**src/rtl/arith_pkg.sv**
```systemverilog
// Shared definitions for the amplitude-ratio datapath: FSM states, flag bit
// positions, config address map and the saturation limit helper.
package arith_pkg;

  localparam int W_DEF     = 16;
  localparam int FRAC_DEF  = 16;
  localparam int CH_DEF    = 4;
  localparam int OUT_W_DEF = 32;

  typedef enum logic [2:0] {
    ST_IDLE = 3'd0,
    ST_ABS  = 3'd1,
    ST_DIV  = 3'd2,
    ST_GAIN = 3'd3,
    ST_SAT  = 3'd4,
    ST_OUT  = 3'd5
  } state_e;

  localparam int FLG_LOW  = 0;
  localparam int FLG_DIV0 = 1;
  localparam int FLG_SAT  = 2;

  // Address map assumes the default channel count.
  localparam int GAIN_BASE = 0;
  localparam int THR_BASE  = CH_DEF;
  localparam int MODE_ADDR = 2 * CH_DEF;

  // Largest positive value of a signed out_w-bit result.
  function automatic logic [63:0] sat_max(input int out_w);
    return (64'd1 << (out_w - 1)) - 64'd1;
  endfunction

endpackage

```
**src/rtl/seq_divider.sv**
```systemverilog
// Unsigned restoring divider, one quotient bit per enabled cycle.
// The start cycle already performs the first step, so the quotient is ready
// DVD_W enabled edges after start; done flags the edge of the final step.
module seq_divider #(
  parameter int DVD_W = 32,
  parameter int DVS_W = 16
) (
  input  logic             clk,
  input  logic             reset_l,
  input  logic             en,
  input  logic             start,
  input  logic [DVD_W-1:0] dividend,
  input  logic [DVS_W-1:0] divisor,
  output logic             busy,
  output logic             done,
  output logic [DVD_W-1:0] quotient
);
  localparam int CW = $clog2(DVD_W + 1);

  logic [DVD_W-1:0] quo_q, quo_d, src_quo;
  logic [DVS_W-1:0] rem_q, rem_d, dvs_q, dvs_d, src_rem, src_dvs, rem_step;
  logic [DVS_W:0]   trial;
  logic             ge;
  logic [CW-1:0]    cnt_q, cnt_d;
  logic             busy_q, busy_d;

  // One restoring step on either fresh operands (start) or the running state
  always_comb begin
    src_quo  = start ? dividend : quo_q;
    src_rem  = start ? '0 : rem_q;
    src_dvs  = start ? divisor : dvs_q;
    trial    = {src_rem, src_quo[DVD_W-1]};
    ge       = (trial >= {1'b0, src_dvs});
    rem_step = ge ? DVS_W'(trial - {1'b0, src_dvs}) : trial[DVS_W-1:0];
  end

  // Load on start, then shift in one quotient bit per enabled cycle
  always_comb begin
    quo_d  = quo_q;
    rem_d  = rem_q;
    dvs_d  = dvs_q;
    cnt_d  = cnt_q;
    busy_d = busy_q;
    if (en && (start || busy_q)) begin
      quo_d = {src_quo[DVD_W-2:0], ge};
      rem_d = rem_step;
      if (start) begin
        dvs_d  = divisor;
        cnt_d  = CW'(DVD_W - 1);
        busy_d = 1'b1;
      end else begin
        cnt_d  = cnt_q - CW'(1);
        busy_d = (cnt_q != CW'(1));
      end
    end
  end

  // Divider state registers
  always_ff @(posedge clk or negedge reset_l) begin
    if (!reset_l) begin
      quo_q  <= '0;
      rem_q  <= '0;
      dvs_q  <= '0;
      cnt_q  <= '0;
      busy_q <= 1'b0;
    end else begin
      quo_q  <= quo_d;
      rem_q  <= rem_d;
      dvs_q  <= dvs_d;
      cnt_q  <= cnt_d;
      busy_q <= busy_d;
    end
  end

  assign busy     = busy_q;
  assign done     = en && busy_q && !start && (cnt_q == CW'(1));
  assign quotient = quo_q;

endmodule

```
**src/rtl/amp_ratio_engine.sv**
```systemverilog
// Per-channel |I|/|Q| ratio engine: abs, iterative divide, gain, saturate.
//   state | meaning
//   IDLE  | ready for a sample; captures sample and config snapshot
//   ABS   | magnitudes formed; low-level / divide-by-zero bypass decided
//   DIV   | restoring division, one quotient bit per cycle
//   GAIN  | ratio times snapshotted gain, truncated by FRAC
//   SAT   | clamp to +-MAX and apply sign in signed mode
//   OUT   | result presented until downstream accepts
module amp_ratio_engine
  import arith_pkg::*;
#(
  parameter int W     = W_DEF,
  parameter int FRAC  = FRAC_DEF,
  parameter int CH    = CH_DEF,
  parameter int OUT_W = OUT_W_DEF,
  parameter int AW    = $clog2(2 * CH + 1),
  parameter int CHW   = $clog2(CH)
) (
  input  logic             clk,
  input  logic             reset_l,
  input  logic             clk_en,
  input  logic             cfg_we,
  input  logic [AW-1:0]    cfg_addr,
  input  logic [31:0]      cfg_data,
  input  logic             in_valid,
  output logic             in_ready,
  input  logic [CHW-1:0]   in_ch,
  input  logic [W-1:0]     i,
  input  logic [W-1:0]     q,
  output logic             out_valid,
  input  logic             out_ready,
  output logic [OUT_W-1:0] out_data,
  output logic [CHW-1:0]   out_ch,
  output logic [2:0]       out_flags
);
  localparam int DW = W + FRAC;
  localparam int PW = DW + 32;
  localparam int MW = PW - FRAC;
  localparam logic [63:0]      MAXV     = sat_max(OUT_W);
  localparam logic [OUT_W-1:0] POS_MAX  = MAXV[OUT_W-1:0];
  localparam logic [OUT_W-1:0] NEG_MAX  = OUT_W'(0) - POS_MAX;
  localparam logic [31:0]      GAIN_ONE = 32'd1 << FRAC;

  state_e state_q, state_d;
  logic [31:0]      gain_q [CH];
  logic [31:0]      gain_d [CH];
  logic [W-1:0]     thr_q [CH];
  logic [W-1:0]     thr_d [CH];
  logic             mode_q, mode_d;
  logic [CHW-1:0]   ch_q, ch_d;
  logic [W-1:0]     i_q, i_d, q_q, q_d, ts_q, ts_d;
  logic [31:0]      gs_q, gs_d;
  logic             ms_q, ms_d, sign_q, sign_d;
  logic [MW-1:0]    mag_q, mag_d;
  logic [OUT_W-1:0] res_q, res_d, out_data_q, out_data_d, clamped;
  logic [2:0]       flg_q, flg_d, out_flags_q, out_flags_d;
  logic             out_valid_q, out_valid_d;
  logic [CHW-1:0]   out_ch_q, out_ch_d;
  logic [W-1:0]     abs_i, abs_q;
  logic [DW-1:0]    ratio;
  logic [PW-1:0]    prod;
  logic             low_lvl, q_zero, bypass, sat_hit, div_start, div_busy, div_done;

  assign abs_i   = i_q[W-1] ? (~i_q + W'(1)) : i_q;
  assign abs_q   = q_q[W-1] ? (~q_q + W'(1)) : q_q;
  assign low_lvl = (ts_q != '0) && (abs_q < ts_q);
  assign q_zero  = (q_q == '0);
  assign bypass  = low_lvl || q_zero;
  assign prod    = PW'(ratio) * PW'(gs_q);
  assign sat_hit = (64'(mag_q) > MAXV);
  assign clamped = sat_hit ? POS_MAX : mag_q[OUT_W-1:0];

  seq_divider #(.DVD_W(DW), .DVS_W(W)) u_div (
    .clk      (clk),
    .reset_l  (reset_l),
    .en       (clk_en),
    .start    (div_start),
    .dividend ({abs_i, {FRAC{1'b0}}}),
    .divisor  (abs_q),
    .busy     (div_busy),
    .done     (div_done),
    .quotient (ratio)
  );

  // State register
  always_ff @(posedge clk or negedge reset_l) begin
    if (!reset_l) state_q <= ST_IDLE;
    else          state_q <= state_d;
  end

  // Next-state logic; everything holds while clk_en is low
  always_comb begin
    state_d = state_q;
    if (clk_en) begin
      case (state_q)
        ST_IDLE: if (in_valid) state_d = ST_ABS;
        ST_ABS:  state_d = bypass ? ST_OUT : ST_DIV;
        ST_DIV:  if (div_done || !div_busy) state_d = ST_GAIN;
        ST_GAIN: state_d = ST_SAT;
        ST_SAT:  state_d = ST_OUT;
        ST_OUT:  if (out_valid_q && out_ready) state_d = ST_IDLE;
        default: state_d = ST_IDLE;
      endcase
    end
  end

  // Handshake and divider launch decoded from the current state
  always_comb begin
    in_ready  = clk_en && (state_q == ST_IDLE);
    div_start = clk_en && (state_q == ST_ABS) && !bypass;
  end

  // Config register file, sample/config capture and per-state datapath
  always_comb begin
    for (int c = 0; c < CH; c++) begin
      gain_d[c] = gain_q[c];
      thr_d[c]  = thr_q[c];
    end
    mode_d      = mode_q;
    ch_d        = ch_q;
    i_d         = i_q;
    q_d         = q_q;
    gs_d        = gs_q;
    ts_d        = ts_q;
    ms_d        = ms_q;
    sign_d      = sign_q;
    mag_d       = mag_q;
    res_d       = res_q;
    flg_d       = flg_q;
    out_valid_d = out_valid_q;
    out_data_d  = out_data_q;
    out_ch_d    = out_ch_q;
    out_flags_d = out_flags_q;
    if (clk_en) begin
      if (cfg_we) begin
        for (int c = 0; c < CH; c++) begin
          if (cfg_addr == AW'(GAIN_BASE + c)) gain_d[c] = cfg_data;
          if (cfg_addr == AW'(THR_BASE + c))  thr_d[c]  = cfg_data[W-1:0];
        end
        if (cfg_addr == AW'(MODE_ADDR)) mode_d = cfg_data[0];
      end
      case (state_q)
        ST_IDLE: if (in_valid) begin
          ch_d = in_ch;
          i_d  = i;
          q_d  = q;
          gs_d = gain_q[in_ch];
          ts_d = thr_q[in_ch];
          ms_d = mode_q;
        end
        ST_ABS: begin
          sign_d = i_q[W-1] ^ q_q[W-1];
          flg_d  = '0;
          res_d  = '0;
          if (low_lvl) begin
            flg_d[FLG_LOW] = 1'b1;
          end else if (q_zero) begin
            flg_d[FLG_DIV0] = 1'b1;
            if (i_q == '0)               res_d = '0;
            else if (ms_q && i_q[W-1])   res_d = NEG_MAX;
            else                         res_d = POS_MAX;
          end
        end
        ST_GAIN: mag_d = MW'(prod >> FRAC);
        ST_SAT: begin
          flg_d          = '0;
          flg_d[FLG_SAT] = sat_hit;
          res_d          = (ms_q && sign_q) ? (OUT_W'(0) - clamped) : clamped;
        end
        ST_OUT: begin
          if (!out_valid_q) begin
            out_valid_d = 1'b1;
            out_data_d  = res_q;
            out_ch_d    = ch_q;
            out_flags_d = flg_q;
          end else if (out_ready) begin
            out_valid_d = 1'b0;
            out_flags_d = '0;
          end
        end
        default: ;
      endcase
    end
  end

  // Datapath, config and output registers
  always_ff @(posedge clk or negedge reset_l) begin
    if (!reset_l) begin
      for (int c = 0; c < CH; c++) begin
        gain_q[c] <= GAIN_ONE;
        thr_q[c]  <= '0;
      end
      mode_q      <= 1'b0;
      ch_q        <= '0;
      i_q         <= '0;
      q_q         <= '0;
      gs_q        <= '0;
      ts_q        <= '0;
      ms_q        <= 1'b0;
      sign_q      <= 1'b0;
      mag_q       <= '0;
      res_q       <= '0;
      flg_q       <= '0;
      out_valid_q <= 1'b0;
      out_data_q  <= '0;
      out_ch_q    <= '0;
      out_flags_q <= '0;
    end else begin
      for (int c = 0; c < CH; c++) begin
        gain_q[c] <= gain_d[c];
        thr_q[c]  <= thr_d[c];
      end
      mode_q      <= mode_d;
      ch_q        <= ch_d;
      i_q         <= i_d;
      q_q         <= q_d;
      gs_q        <= gs_d;
      ts_q        <= ts_d;
      ms_q        <= ms_d;
      sign_q      <= sign_d;
      mag_q       <= mag_d;
      res_q       <= res_d;
      flg_q       <= flg_d;
      out_valid_q <= out_valid_d;
      out_data_q  <= out_data_d;
      out_ch_q    <= out_ch_d;
      out_flags_q <= out_flags_d;
    end
  end

  assign out_valid = out_valid_q;
  assign out_data  = out_data_q;
  assign out_ch    = out_ch_q;
  assign out_flags = out_flags_q;

endmodule
```
**config.mk**
```make
export PLATFORM = sky130hd
export DESIGN_NAME = amp_ratio_engine
export DESIGN_NICKNAME = d
export VERILOG_FILES = /design/src/rtl/arith_pkg.sv /design/src/rtl/seq_divider.sv /design/src/rtl/amp_ratio_engine.sv
export SDC_FILE = /design/constraint.sdc
export NUM_CORES = 2
export LEC_CHECK = 0
export CAP_MARGIN = 0
export CORE_UTILIZATION = 58
export DETAILED_ROUTE_END_ITERATION = 8
export HOLD_SLACK_MARGIN = 0.03
export PLACE_DENSITY_LB_ADDON = 0.12
export SKIP_CTS_REPAIR_TIMING = 1
export SLEW_MARGIN = 25
export SYNTH_ARGS = -nofsm -noshare
export SYNTH_HDL_FRONTEND = slang
export SYNTH_SLANG_ARGS = --single-unit
```
**constraint.sdc**
```tcl
create_clock -name clk -period 12.25 [get_ports clk]
set_input_delay 2.45 -clock clk [delete_from_list [all_inputs] [get_ports clk]]
set_output_delay 2.45 -clock clk [all_outputs]
set_load 0.01 [all_outputs]
```
==> qor.txt <==
Clock sink count -> 472
Final min period -> 8.58 ns
CP Data Arrival Time -> 9.13 ns
CTS root buf -> clkbuf_16
Final period util -> 70.0%
Worst endpoint required time -> 12.80 ns
Top cells by area, synth -> fa_1 33%, dfrtp_1 21%, and2_1 7.3%, ha_1 6.7%, mux2_2 6.7%
Final setup violation count -> 0
First-pass GRT wire length -> 225000 um
Initial antenna violation count -> 3
Final GP Congestion -> 0.942
RSZ-0062 raised after global routing -> no
Syn. warnings -> 0
Routed Antenna Nets -> 0
Antenna cells -> 0
Setup WS pre-CTS -> 3.56 ns
DR vias/cell -> 5.68
Layout cells sized above 1 -> 10.8%
CP Max Fanout -> 33
Die X -> 310 um
Post-synth EDFFs -> 0
Post-route DRC -> 0
MaxCap Viol Count -> 0
Worst-margin pin slew -> 1.00 ns
Yosys top cell area share -> 32.7%
Avg Cell Area, Syn -> 10.1 um^2
Via count -> 37662
Post-DP HPWL -> 105000 um
Finished layout cell area -> 58900 um^2
Core ar. -> 93500 um^2
Clock transition at path regs -> 0.08 ns
Vias in the first global route -> 40571
Largest net degree at the start of global routing -> 163
PortBufs -> 114
Total CTS buffers -> 51
DR pass1 iterations -> 5
Filler cells -> 7832
Post-synth cell types -> 76
DRT Wirelength -> 139000 um
Final Hold Viols -> 0
Drt initial violations -> 2621
Final TNS setup -> 0 ns
Max Clock Skew -> 0.0263 ns
Clock Latency Late Sink -> 0.63 ns
Chip height -> 310 um
Synthesized flop and latch total -> 472
Mapped Cells -> 5410
Relative slew slack -> 33.1%
Clock Tree Buf Depth -> 3
Hold path cells -> 2
Min-Delay Path Class -> flip-flop to flip-flop
I/O pins -> 115
Synth area leader -> fa_1
Ys flop type -> dfrtp_1
Placement row count -> 112
Layout area overhead -> 7.37%
Final Slew Violations -> 0
Initial core utilization -> 58.7%
Status -> complete, no violations
Kind of critical path -> flip-flop to flip-flop
Critical Path End Type -> flip-flop
Worst setup margin -> 3.67 ns
Die ar. -> 95900 um^2
Worst r2r path cells -> 25
Post-synth ARST share -> 100%
Fmax -> 0.117 GHz
Worst setup SP type -> flip-flop
H-Tree Depth -> 2
Wirelength per Cell -> 20.9 um
Total grt overflow -> 0
Gr usage total -> 30.5%
Number of nets in the layout -> 6605
Area of the mapped netlist -> 54900 um^2
Post-synthesis sequential area ratio -> 21.5%
Final hold slack -> 0.467 ns
CTS tree -> done
Post-Place Cell Area -> 57000 um^2
Post-Syn Nets -> 6678
-- placed cells by master (no fill, tap or decap), types with 7 or more instances in the layout --
| cell | instances |
|---|---|
| o21ai_0 | 145 |
| a21oi_1 | 95 |
| a31oi_1 | 20 |
| nor4_1 | 22 |
| mux4_2 | 48 |
| nor2_1 | 114 |
| fa_1 | 896 |
| o22a_1 | 8 |
| xnor2_1 | 56 |
| nand3_1 | 32 |
| o211ai_1 | 11 |
| bufinv_16 | 11 |
| clkinv_2 | 10 |
| a221o_1 | 16 |
| dfrtp_1 | 459 |
| o21bai_1 | 14 |
| mux2_2 | 328 |
| clkbuf_16 | 52 |
| buf_4 | 68 |
| a21o_1 | 50 |
| o31ai_1 | 21 |
| or3_1 | 17 |
| xor2_1 | 40 |
| nand2_1 | 615 |
| o41ai_1 | 7 |
| clkdlybuf4s50_1 | 111 |
| ha_1 | 296 |
| a22oi_1 | 8 |
| o311ai_0 | 7 |
| a211oi_1 | 10 |
| mux2i_1 | 23 |
| and2_1 | 638 |
| nor3_1 | 23 |
| dfrtp_2 | 9 |
| nand4_1 | 30 |
| inv_1 | 923 |
-- routing by layer --
layer	GRT usage, %	vias to the layer above	share of wire (%)
met5	0	-	0.0094
met4	12.8	2	4.6
met3	3.45	292	4.9
met2	52.6	1016	50
met1	39.2	19615	40
li1	-	16737	-
-- Yosys cell counts, types with 6 or more instances --
| cell | n |
|---|---|
| or3_1 | 18 |
| nand2_1 | 617 |
| nor2_1 | 117 |
| and3_1 | 6 |
| a22oi_1 | 8 |
| nand3_1 | 32 |
| o22a_1 | 8 |
| o21bai_1 | 14 |
| xnor2_1 | 56 |
| a211o_1 | 6 |
| and2_1 | 638 |
| a21o_1 | 50 |
| o311ai_0 | 7 |
| dfrtp_1 | 468 |
| nor3b_1 | 7 |
| nand4_1 | 30 |
| a221o_1 | 16 |
| a31oi_1 | 20 |
| clkbuf_1 | 288 |
| o41ai_1 | 7 |
| o21ai_0 | 145 |
| o211ai_1 | 11 |
| nor4_1 | 23 |
| fa_1 | 896 |
| or4_1 | 6 |
| buf_2 | 6 |
| inv_1 | 923 |
| a211oi_1 | 10 |
| nor3_1 | 23 |
| xor2_1 | 40 |
| mux2_2 | 328 |
| o31ai_1 | 21 |
| a21oi_1 | 95 |
| buf_1 | 14 |
| mux2i_1 | 23 |
| mux4_2 | 48 |
| ha_1 | 296 |
-- worst max-delay path, cell delays in order, from the launching register on --
cell and delay [ns]:
dfrtp_1 1.00, nand2_1 0.18, fa_1 0.57, inv_1 0.05
fa_1 0.49, inv_1 0.05, fa_1 0.50, fa_1 0.56
inv_1 0.06, fa_1 0.48, fa_1 0.50, fa_1 0.53
inv_1 0.06, fa_1 0.49, inv_1 0.05, ha_1 0.41
a21o_1 0.23, a21o_1 0.17, a21oi_1 0.27, o211ai_1 0.14
a221oi_1 0.43, a21oi_1 0.22, o2111ai_2 0.26, a21boi_1 0.18
or4_1 0.43, a31oi_1 0.18
-- registers in the layout, indices dropped and copies added (netlist names), 6 cells and up --
signal,cells
gain_q,128
thr_q,64
mag_q,48
gs_q,32
out_data,32
res_q,32
u_div.quotient,32
i_q,16
q_q,16
ts_q,16
u_div.dvs_q,16
u_div.rem_q,16
u_div.cnt_q,6
-- final cells by class --
class	count	area (um^2)	area share, %
multi-input combinational	3704	38500	65.3
sequential	472	11800	20.1
inverter	923	3460	5.88
timing repair buffer	185	1720	2.92
tap	1254	1570	2.66
clock buffer	61	1370	2.32
clock inverter	34	523	0.887
-- through the flow --
stage	std cells	util, %
floorplan	5410	-
detailed placement	6538	61.0
global placement	6537	61.0
CTS	6633	63.0
global route	6633	63.1
finish	6633	63.1
-- final timing paths --
path,from,endpoint,slack [ns]
min in group asynchronous,reset_l,q_q[12],1.82
setup / recovery,gs_q[3],mag_q[46],3.67
max in group asynchronous,reset_l,gs_q[11],8.85
hold reg to reg,u_div.rem_q[10],u_div.rem_q[10],0.47
hold / removal,u_div.rem_q[10],u_div.rem_q[10],0.47
setup reg to reg,gs_q[3],mag_q[46],3.67
-- cells by family (layout without fill, tap and decap cells) --
family / after synthesis / in the layout / share of synthesized area [%]
buffers and inverters: 1234 / 1203 / 8.49
flip-flops: 472 / 472 / 21.5
XOR/XNOR: 96 / 96 / 1.53
AO/OA/AOI/OAI: 462 / 462 / 5.44
adder cells (fa/ha/maj): 1192 / 1192 / 39.4
AND/OR/NAND/NOR: 1555 / 1555 / 14.5
multiplexers: 399 / 399 / 9.12
Power is not shown: default switching activity piles up to over one toggle a cycle in this logic, so the estimate is an artifact.
